**src/rtl/cvs_output_sequencer_if.sv**
```systemverilog
// Control/status bundle between top-level control and the CVS output sequencer.
// master: control side (drives start/stop/mask/osc status, observes enables).
// slave:  sequencer side (observes control, drives enables and status flags).
interface cvs_output_sequencer_if #(
    parameter int NUM_CH = 5
) ();
    logic              start;
    logic              stop;
    logic [NUM_CH-1:0] ch_mask;
    logic              osc_ok;
    logic              fault_clear;
    logic [NUM_CH-1:0] ch_enable;
    logic              busy;
    logic              all_on;
    logic              fault;
    logic [2:0]        state;

    modport master (
        output start,
        output stop,
        output ch_mask,
        output osc_ok,
        output fault_clear,
        input  ch_enable,
        input  busy,
        input  all_on,
        input  fault,
        input  state
    );

    modport slave (
        input  start,
        input  stop,
        input  ch_mask,
        input  osc_ok,
        input  fault_clear,
        output ch_enable,
        output busy,
        output all_on,
        output fault,
        output state
    );
endinterface

```
**src/rtl/cvs_output_sequencer.sv**
```systemverilog
// Purpose: ramps the CVS output channel enables on/off one at a time, STEP_CYCLES apart.
// Latency: all outputs registered; channel k changes (k+1)*STEP_CYCLES edges after accept.
// Backpressure: none; start/stop are level-sampled, oscillator loss forces all channels off.
//
// Ports:
//   clock_i  - system clock, rising edge
//   reset_i  - synchronous active-high reset
//   ctrl_if  - slave side of cvs_output_sequencer_if:
//              in : start, stop, ch_mask, osc_ok, fault_clear
//              out: ch_enable, busy, all_on, fault, state (IDLE=0 RAMP_UP=1 ON=2 RAMP_DOWN=3 FAULT=4)
module cvs_output_sequencer #(
    parameter int NUM_CH      = 5,
    parameter int STEP_CYCLES = 16
) (
    input  logic                   clock_i,
    input  logic                   reset_i,
    cvs_output_sequencer_if.slave  ctrl_if
);

    localparam int CNT_W = $clog2(STEP_CYCLES + 1);
    localparam int IDX_W = (NUM_CH > 1) ? $clog2(NUM_CH) : 1;

    localparam logic [CNT_W-1:0] CNT_LAST = CNT_W'(STEP_CYCLES - 1);
    localparam logic [IDX_W-1:0] IDX_LAST = IDX_W'(NUM_CH - 1);

    typedef enum logic [2:0] {
        S_IDLE      = 3'd0,
        S_RAMP_UP   = 3'd1,
        S_ON        = 3'd2,
        S_RAMP_DOWN = 3'd3,
        S_FAULT     = 3'd4
    } state_t;

    state_t            state_q, state_d;
    logic [CNT_W-1:0]  cnt_q, cnt_d;
    logic [IDX_W-1:0]  idx_q, idx_d;
    logic [NUM_CH-1:0] mask_q, mask_d;
    logic [NUM_CH-1:0] en_q, en_d;
    logic              busy_q, busy_d;
    logic              all_on_q, all_on_d;
    logic              fault_q, fault_d;
    logic              step_done;

    // Next-state logic. Oscillator loss is checked first in every active
    // state so it overrides stop and any step completing on the same edge.
    always_comb begin
        state_d   = state_q;
        cnt_d     = cnt_q;
        idx_d     = idx_q;
        mask_d    = mask_q;
        en_d      = en_q;
        step_done = (cnt_q == CNT_LAST);

        case (state_q)
            S_IDLE: begin
                // stop wins over a simultaneous start
                if (ctrl_if.start && !ctrl_if.stop) begin
                    if (ctrl_if.osc_ok) begin
                        state_d = S_RAMP_UP;
                        idx_d   = '0;
                        cnt_d   = '0;
                        mask_d  = ctrl_if.ch_mask;
                    end else begin
                        state_d = S_FAULT;
                        en_d    = '0;
                    end
                end
            end

            S_RAMP_UP: begin
                if (!ctrl_if.osc_ok) begin
                    state_d = S_FAULT;
                    en_d    = '0;
                    cnt_d   = '0;
                    idx_d   = '0;
                end else if (ctrl_if.stop) begin
                    // The channel currently being timed is abandoned; ramp down
                    // only what has already been processed.
                    cnt_d = '0;
                    if (idx_q == '0) begin
                        state_d = S_IDLE;
                    end else begin
                        state_d = S_RAMP_DOWN;
                        idx_d   = idx_q - IDX_W'(1);
                    end
                end else if (step_done) begin
                    // Masked channels still consume a full step so the
                    // schedule does not depend on the mask.
                    en_d[idx_q] = mask_q[idx_q];
                    cnt_d       = '0;
                    if (idx_q == IDX_LAST) begin
                        state_d = S_ON;
                    end else begin
                        idx_d = idx_q + IDX_W'(1);
                    end
                end else begin
                    cnt_d = cnt_q + CNT_W'(1);
                end
            end

            S_ON: begin
                if (!ctrl_if.osc_ok) begin
                    state_d = S_FAULT;
                    en_d    = '0;
                    cnt_d   = '0;
                    idx_d   = '0;
                end else if (ctrl_if.stop) begin
                    state_d = S_RAMP_DOWN;
                    idx_d   = IDX_LAST;
                    cnt_d   = '0;
                end
            end

            S_RAMP_DOWN: begin
                if (!ctrl_if.osc_ok) begin
                    state_d = S_FAULT;
                    en_d    = '0;
                    cnt_d   = '0;
                    idx_d   = '0;
                end else if (step_done) begin
                    en_d[idx_q] = 1'b0;
                    cnt_d       = '0;
                    if (idx_q == '0) begin
                        state_d = S_IDLE;
                    end else begin
                        idx_d = idx_q - IDX_W'(1);
                    end
                end else begin
                    cnt_d = cnt_q + CNT_W'(1);
                end
            end

            S_FAULT: begin
                // Clearing is only honoured once the oscillator is back.
                if (ctrl_if.fault_clear && ctrl_if.osc_ok) begin
                    state_d = S_IDLE;
                end
            end

            default: begin
                state_d = S_IDLE;
                en_d    = '0;
                cnt_d   = '0;
                idx_d   = '0;
            end
        endcase

        // Status flags are decoded from the next state and then registered,
        // so they line up with the state output.
        busy_d   = (state_d == S_RAMP_UP) || (state_d == S_ON) || (state_d == S_RAMP_DOWN);
        all_on_d = (state_d == S_ON);
        fault_d  = (state_d == S_FAULT);
    end

    always_ff @(posedge clock_i) begin
        if (reset_i) begin
            state_q  <= S_IDLE;
            cnt_q    <= '0;
            idx_q    <= '0;
            mask_q   <= '0;
            en_q     <= '0;
            busy_q   <= 1'b0;
            all_on_q <= 1'b0;
            fault_q  <= 1'b0;
        end else begin
            state_q  <= state_d;
            cnt_q    <= cnt_d;
            idx_q    <= idx_d;
            mask_q   <= mask_d;
            en_q     <= en_d;
            busy_q   <= busy_d;
            all_on_q <= all_on_d;
            fault_q  <= fault_d;
        end
    end

    assign ctrl_if.ch_enable = en_q;
    assign ctrl_if.busy      = busy_q;
    assign ctrl_if.all_on    = all_on_q;
    assign ctrl_if.fault     = fault_q;
    assign ctrl_if.state     = state_q;

endmodule

```
**src/flat_wrapper.sv**
```systemverilog
// flat-port wrapper written by rule: the top's interface ports become plain ports
module cvs_output_sequencer_flat 
#(
    parameter int NUM_CH      = 5,
    parameter int STEP_CYCLES = 16
)
  (clock_i, reset_i, ctrl_if_start, ctrl_if_stop, ctrl_if_ch_mask, ctrl_if_osc_ok, ctrl_if_fault_clear, ctrl_if_ch_enable, ctrl_if_busy, ctrl_if_all_on, ctrl_if_fault, ctrl_if_state);
  cvs_output_sequencer_if #(.NUM_CH(NUM_CH)) ctrl_if_i ();
  input  logic clock_i;
  input  logic reset_i;
  input wire logic [$bits(ctrl_if_i.start)-1:0] ctrl_if_start;
  input wire logic [$bits(ctrl_if_i.stop)-1:0] ctrl_if_stop;
  input wire logic [$bits(ctrl_if_i.ch_mask)-1:0] ctrl_if_ch_mask;
  input wire logic [$bits(ctrl_if_i.osc_ok)-1:0] ctrl_if_osc_ok;
  input wire logic [$bits(ctrl_if_i.fault_clear)-1:0] ctrl_if_fault_clear;
  output wire logic [$bits(ctrl_if_i.ch_enable)-1:0] ctrl_if_ch_enable;
  output wire logic [$bits(ctrl_if_i.busy)-1:0] ctrl_if_busy;
  output wire logic [$bits(ctrl_if_i.all_on)-1:0] ctrl_if_all_on;
  output wire logic [$bits(ctrl_if_i.fault)-1:0] ctrl_if_fault;
  output wire logic [$bits(ctrl_if_i.state)-1:0] ctrl_if_state;
  assign ctrl_if_i.start = ctrl_if_start;
  assign ctrl_if_i.stop = ctrl_if_stop;
  assign ctrl_if_i.ch_mask = ctrl_if_ch_mask;
  assign ctrl_if_i.osc_ok = ctrl_if_osc_ok;
  assign ctrl_if_i.fault_clear = ctrl_if_fault_clear;
  assign ctrl_if_ch_enable = ctrl_if_i.ch_enable;
  assign ctrl_if_busy = ctrl_if_i.busy;
  assign ctrl_if_all_on = ctrl_if_i.all_on;
  assign ctrl_if_fault = ctrl_if_i.fault;
  assign ctrl_if_state = ctrl_if_i.state;
  cvs_output_sequencer #(.NUM_CH(NUM_CH), .STEP_CYCLES(STEP_CYCLES)) u_core (.clock_i(clock_i), .reset_i(reset_i), .ctrl_if(ctrl_if_i));
endmodule
```
**config.mk**
```make
export PLATFORM = sky130hd
export DESIGN_NAME = cvs_output_sequencer_flat
export DESIGN_NICKNAME = d
export VERILOG_FILES = /design/src/rtl/cvs_output_sequencer_if.sv /design/src/rtl/cvs_output_sequencer.sv /design/src/flat_wrapper.sv
export SDC_FILE = /design/constraint.sdc
export NUM_CORES = 1
export LEC_CHECK = 0
export CORE_AREA = 2 2 68 54
export DETAILED_ROUTE_END_ITERATION = 6
export DIE_AREA = 0 0 70 56
export PLACE_DENSITY_LB_ADDON = 0.05
export SLEW_MARGIN = 5
export SYNTH_ARGS = -nofsm -noshare
export SYNTH_HDL_FRONTEND = slang
export SYNTH_SLANG_ARGS = --single-unit
```
**constraint.sdc**
```tcl
create_clock -name clock_i -period 2.31 [get_ports clock_i]
set_input_delay 0.231 -clock clock_i [delete_from_list [all_inputs] [get_ports clock_i]]
set_output_delay 0.231 -clock clock_i [all_outputs]
set_load 0.005 [all_outputs]
```
# After elaboration in Yosys (flattened, before gate mapping)
# Index checks and enable logic that the tools add are counted.
# op_classes
add_sub_neg	3
order_cmp	2
eq_ne	18
muxes	48
bitwise	3
n_reduce_logical	12
# ops
operator	count
2-to-1 mux 5 bit	15
2-to-1 mux 3 bit	23
one-hot mux 5 bit (5 select lines)	2
one-hot mux 3 bit (5 select lines)	2
== test 3 x 2 -> 1 bit, second input constant	4
== test 3 bit, second input constant	3
AND reduction 7 bit	1
== test 3 x 1 -> 1 bit, second input constant	2
logical NOT 3 bit	2
!= test 3 x 2 -> 1 bit, second input constant	2
!= test 3 bit, second input constant	2
adder 5 x 1 -> 5 bit, second input constant	1
bitwise AND 5 bit	1
bitwise mux 5 bit	1
== test 5 x 4 -> 1 bit, second input constant	1
inverter 5 bit	1
AND reduction 5 bit	1
< comparator 3 x 4 -> 1 bit, second input constant	1
!= test 4 x 3 -> 1 bit, second input constant	1
!= test 4 bit, second input constant	1
AND reduction 4 bit	1
adder 3 x 1 -> 3 bit, second input constant	1
binary-select mux 1 bit (select 3 bit)	1
demux 1 bit (select 3 bit)	1
other kinds (11)	15
# word_totals
reg_bits	24
inputBits	11

# Depth between registers and ports, before layout
# depth
depth_word	9
depth_mapped	8
mapped_depth_nobuf	7

# Worst setup path after synthesis
# Ideal clock, no wire load.
# synth_timing
path_kind	register to register
start	register u_core.idx_q[0]
end	register u_core.idx_q[1]
arrival_ps	1918
required_time_ps	2239
slack_ps	321
path_stages_with_launch	9
path_buffers	1
path_cell_list	dfxtp_1 > buf_1 > inv_1 > ha_1 > nor3b_1 > a211oi_1 > a21oi_1 > or3_1 > a21oi_1
# synth_via
elab_chain_cells	6
# synth_rtl
element	line	source
from (decl)	cvs_output_sequencer.sv:36	logic [IDX_W-1:0] idx_q, idx_d;
from (signal assigned)	cvs_output_sequencer.sv:168	idx_q <= idx_d;
adder 3 x 1 -> 3 bit	cvs_output_sequencer.sv:94	idx_d = idx_q + IDX_W'(1);
2-to-1 mux 3 bit	cvs_output_sequencer.sv:91	if (idx_q == IDX_LAST) begin
2-to-1 mux 3 bit	cvs_output_sequencer.sv:86	end else if (step_done) begin
2-to-1 mux 3 bit	cvs_output_sequencer.sv:76	end else if (ctrl_if.stop) begin
2-to-1 mux 3 bit	cvs_output_sequencer.sv:71	if (!ctrl_if.osc_ok) begin
one-hot mux 3 bit (5 select lines)	cvs_output_sequencer.sv:54	case (state_q)
# Parallel ways exist; a longest one is shown, timed or not. The select of a mux whose other input is x is not followed.
# A chain may end at the register's enable or synchronous reset.

# Worst setup path in the final report
# layout_timing
start	register u_core.idx_q[2]
end	register u_core.en_q[0] (netlist: u_core.ctrl_if.ch_enable[0])
# layout_via
elab_chain_cells	9
# layout_rtl
element	line	source
< comparator 3 x 4 -> 1 bit (implied by the code) / >= comparator 3 x 1 -> 1 bit (equally long branches)	cvs_output_sequencer.sv:89, cvs_output_sequencer.sv:121	
logical AND 1 bit (implied by the code)	cvs_output_sequencer.sv:89, cvs_output_sequencer.sv:121	
2-to-1 mux 1 bit (implied by the code)	cvs_output_sequencer.sv:89, cvs_output_sequencer.sv:121	
demux 1 bit (select 3 bit)	--	
bitwise mux 5 bit / inverter 5 bit (equally long branches)	--	
2-to-1 mux 5 bit / bitwise AND 5 bit (equally long branches)	--	
2-to-1 mux 5 bit (on tied branches)	cvs_output_sequencer.sv:76, cvs_output_sequencer.sv:120	
2-to-1 mux 5 bit (on tied branches)	cvs_output_sequencer.sv:71, cvs_output_sequencer.sv:115	
one-hot mux 5 bit (5 select lines) *	cvs_output_sequencer.sv:54	
to (signal assigned)	cvs_output_sequencer.sv:170	en_q <= en_d;
to (decl)	cvs_output_sequencer.sv:38	logic [NUM_CH-1:0] en_q, en_d;
# Every way passes the cells marked *; elsewhere a longest branch is shown, timed or not. The select of a mux whose other input is x is not followed.

==> impl_metrics.ini <==
[logic_synthesis]
syn_area_um2 = 1456
synth_top_family_by_area = simple AND/OR/NAND/NOR gates
synth_compound_area_share_pct = 22.42
postSynth.asyncResetShare_pct = 0
synthAdderAreaFrac_pct = 3.436
synth-edff-count = 0
ys_ff_latch = 24
synth_cell_types = 49
yosys.area_share.simple_pct = 29.38
syn_avg_cell_area_um2 = 8.721
yosys_warnings = 0
synthMuxAreaShare_pct = 7.131
netlist_instances = 167
yosysSeqAreaShare_pct = 32.99
ys.flop_type = dfxtp_1
synth_fp_nets = 182
synth-xor-area-share_pct = 0

[floorplan]
pin_count = 22
die-width_um = 70
die_h_um = 56
core-area_um2 = 3198
row_count = 18
initial_core_util_pct = 45.54
die-area_um2 = 3920

[pwr]
power_density_nw_per_um2 = 502.2
leakage_nw = 0.7228
vdd_drop_max_mv = 0.3697
power.total_uw = 888.5

[worst_setup_path]
reg2reg_depth = 5
worstReg2RegEnd = u_core.ctrl_if.ch_enable[0]
worst_setup_path_start_kind = flop
path_cells = nor3b_1, a22oi_1, a211oi_2, nand4b_4, o41ai_2
cpMaxStageDelayCell = dfxtp_1
path_max_fanout = 14
regToRegSetupSlack_ns = 0.40
criticalPathCategory = reg2reg
r2r-start = u_core.idx_q[2]
cp-end-kind = flop
cp_data_required_time_ns = 2.48
cp.arrival_ns = 2.08
max_stage_delay_ns = 0.61

[min_path]
worstHoldStart = u_core.cnt_q[4]
min_path_type = reg2reg
hold_end = u_core.cnt_q[4]
holdPathStages = 1

[outcome]
status = finished, final reports clean

[final_layout]
layout.nets = 204
post-route-util_pct = 55.32
most-common-layout-cells = dfxtp_1 (24), clkdlybuf4s50_1 (21), nor2_1 (15)
fin_area_um2 = 1769
diodes = 0
mostFrequentLayoutCell = dfxtp_1
final_cells = 228
drive_gt1_share_pct = 11.70
syn2layout_area_growth_pct = 21.48

[placed_design]
gp_congestion = 0.8129
dp_hpwl_mm = 2.410
placed_cells = 224
portBuffers = 21
dpl_cell_area_um2 = 1698

[sta]
fmax_mhz = 523.4
max_slew_margin_pct = 69.64
finalHoldViolCount = 0
tightest_slew_ns = 0.4547
slew_viol_final = 0
fin_setup_tns_ns = 0
post-route-min-period_ns = 1.910
fin_crit_sh_pct = 82.70
fin_worst_skew_ns = 0.004475
rsz0062_at_grt = false
setup_viol = 0

[clock_network]
clk_latency_ns = 0.27
cts_tree = done
cts_made_buffers = 3
cts_htree_levels = 1
clk_path_buf_depth = 2
hold_buffers = 0
root_buffer = clkbuf_8
postCtsSetupRepairBufs = 0
clk_pin_slew_worst_paths_ns = 0.08
cts_resized = 0
clock_sinks = 24

[route]
drc = 0
routed_via_density = 5.658
wire_per_inst_um = 14.63
ant_nets = 0
vias = 1290
drt_wl_total_mm = 3.336
first_pass_iters = 5
drt_iter0_drc = 82

[global_routing]
grt_pass1_wl_mm = 5.706
grt_usage_pct = 18.20
grt_max_degree = 25
grt_remaining_overflow = 0
grt_pass1_vias = 1197
antenna_found_initial = 0

[run]
drv_cap = 0
synth_stat cells, types with 3 or more instances:
| cell type | n | area (µm²) |
|---|---|---|
| ha_1 | 4 | 50.05 |
| o21ai_0 | 14 | 70.07 |
| a211oi_1 | 4 | 30.03 |
| or3_1 | 3 | 18.77 |
| dfxtp_1 | 24 | 480.5 |
| nand3b_1 | 3 | 22.52 |
| nor3b_1 | 4 | 30.03 |
| nor2_1 | 15 | 56.30 |
| nor2b_1 | 8 | 50.05 |
| nor3_1 | 3 | 15.01 |
| inv_1 | 3 | 11.26 |
| nand2_1 | 9 | 33.78 |
| nand2b_1 | 3 | 18.77 |
| nand3_1 | 4 | 20.02 |
| buf_2 | 3 | 15.01 |
| mux2i_1 | 7 | 70.07 |
| a31oi_1 | 5 | 31.28 |
| a21oi_1 | 12 | 60.06 |
report_power, final:
group	switching (mW)	total [mW]	internal [mW]
Clock	0.139	0.371	0.232
Combinational	0.0465	0.0926	0.0462
Sequential	0.00578	0.425	0.420
per-layer routing:
layer	global-route usage, %	wire, µm	up-vias
li1	-	-	654
met1	25.74	1665	591
met2	27.21	1418	43
met3	4.891	226	2
met4	4.945	26	0
met5	0	0	-
critical path: cells and delay by family (launching register included):
kind,cells,cell delay (ns)
DFF,1,0.61
and+or+nand+nor,2,0.48
AOI/OAI and AO/OA,3,0.73
sequential cells by signal, summed over array words and instances (netlist names):
name and cells:
u_core.cnt_q 5, u_core.ctrl_if.ch_enable 5, u_core.mask_q 5, u_core.ctrl_if.state 3
u_core.idx_q 3, u_core.ctrl_if.all_on 1, u_core.ctrl_if.busy 1, u_core.ctrl_if.fault 1
logic make-up after synthesis:
kind of cell	after synthesis
and+or+nand+nor	69
AOI/OAI and AO/OA	48
DFF	24
buffers and inverters	12
muxes	10
adders and majority gates	4
final cells by class:
class,count,area (µm²)
multi-input cells,131,908.4
flip-flops and latches,24,480.5
inverters,3,11.26
clock buffers,3,41.29
repair buffers,26,247.7
clock inverters,1,30.03
fillers,307,1429
well taps,40,50.05
per-stage QoR:
stage / worst slack [ns] / hold slack [ns]
after detailed placement: 0.2355 / 0.4851
after floorplan: 0.3211 / 0.3101
after global routing: 0.1927 / 0.5177
after CTS: 0.4106 / 0.4954
final: 0.3996 / 0.4943
after global placement: 0.2916 / 0.4710
worst max path at each step:
| stage | endpoint | start | slack, ns | cells past startpoint |
|---|---|---|---|---|
| floorplan | u_core.idx_q[1] | u_core.idx_q[0] | 0.32 | 8 |
| global placement | u_core.idx_q[2] | ctrl_if_osc_ok | 0.29 | 6 |
| detailed placement | u_core.ctrl_if.ch_enable[0] | ctrl_if_stop | 0.24 | 6 |
| CTS | u_core.ctrl_if.ch_enable[0] | u_core.idx_q[2] | 0.41 | 5 |
| global route | u_core.ctrl_if.all_on | u_core.cnt_q[0] | 0.19 | 6 |
| finish | u_core.ctrl_if.ch_enable[0] | u_core.idx_q[2] | 0.40 | 5 |
No activity file was read; power rests on OpenSTA's default activity.
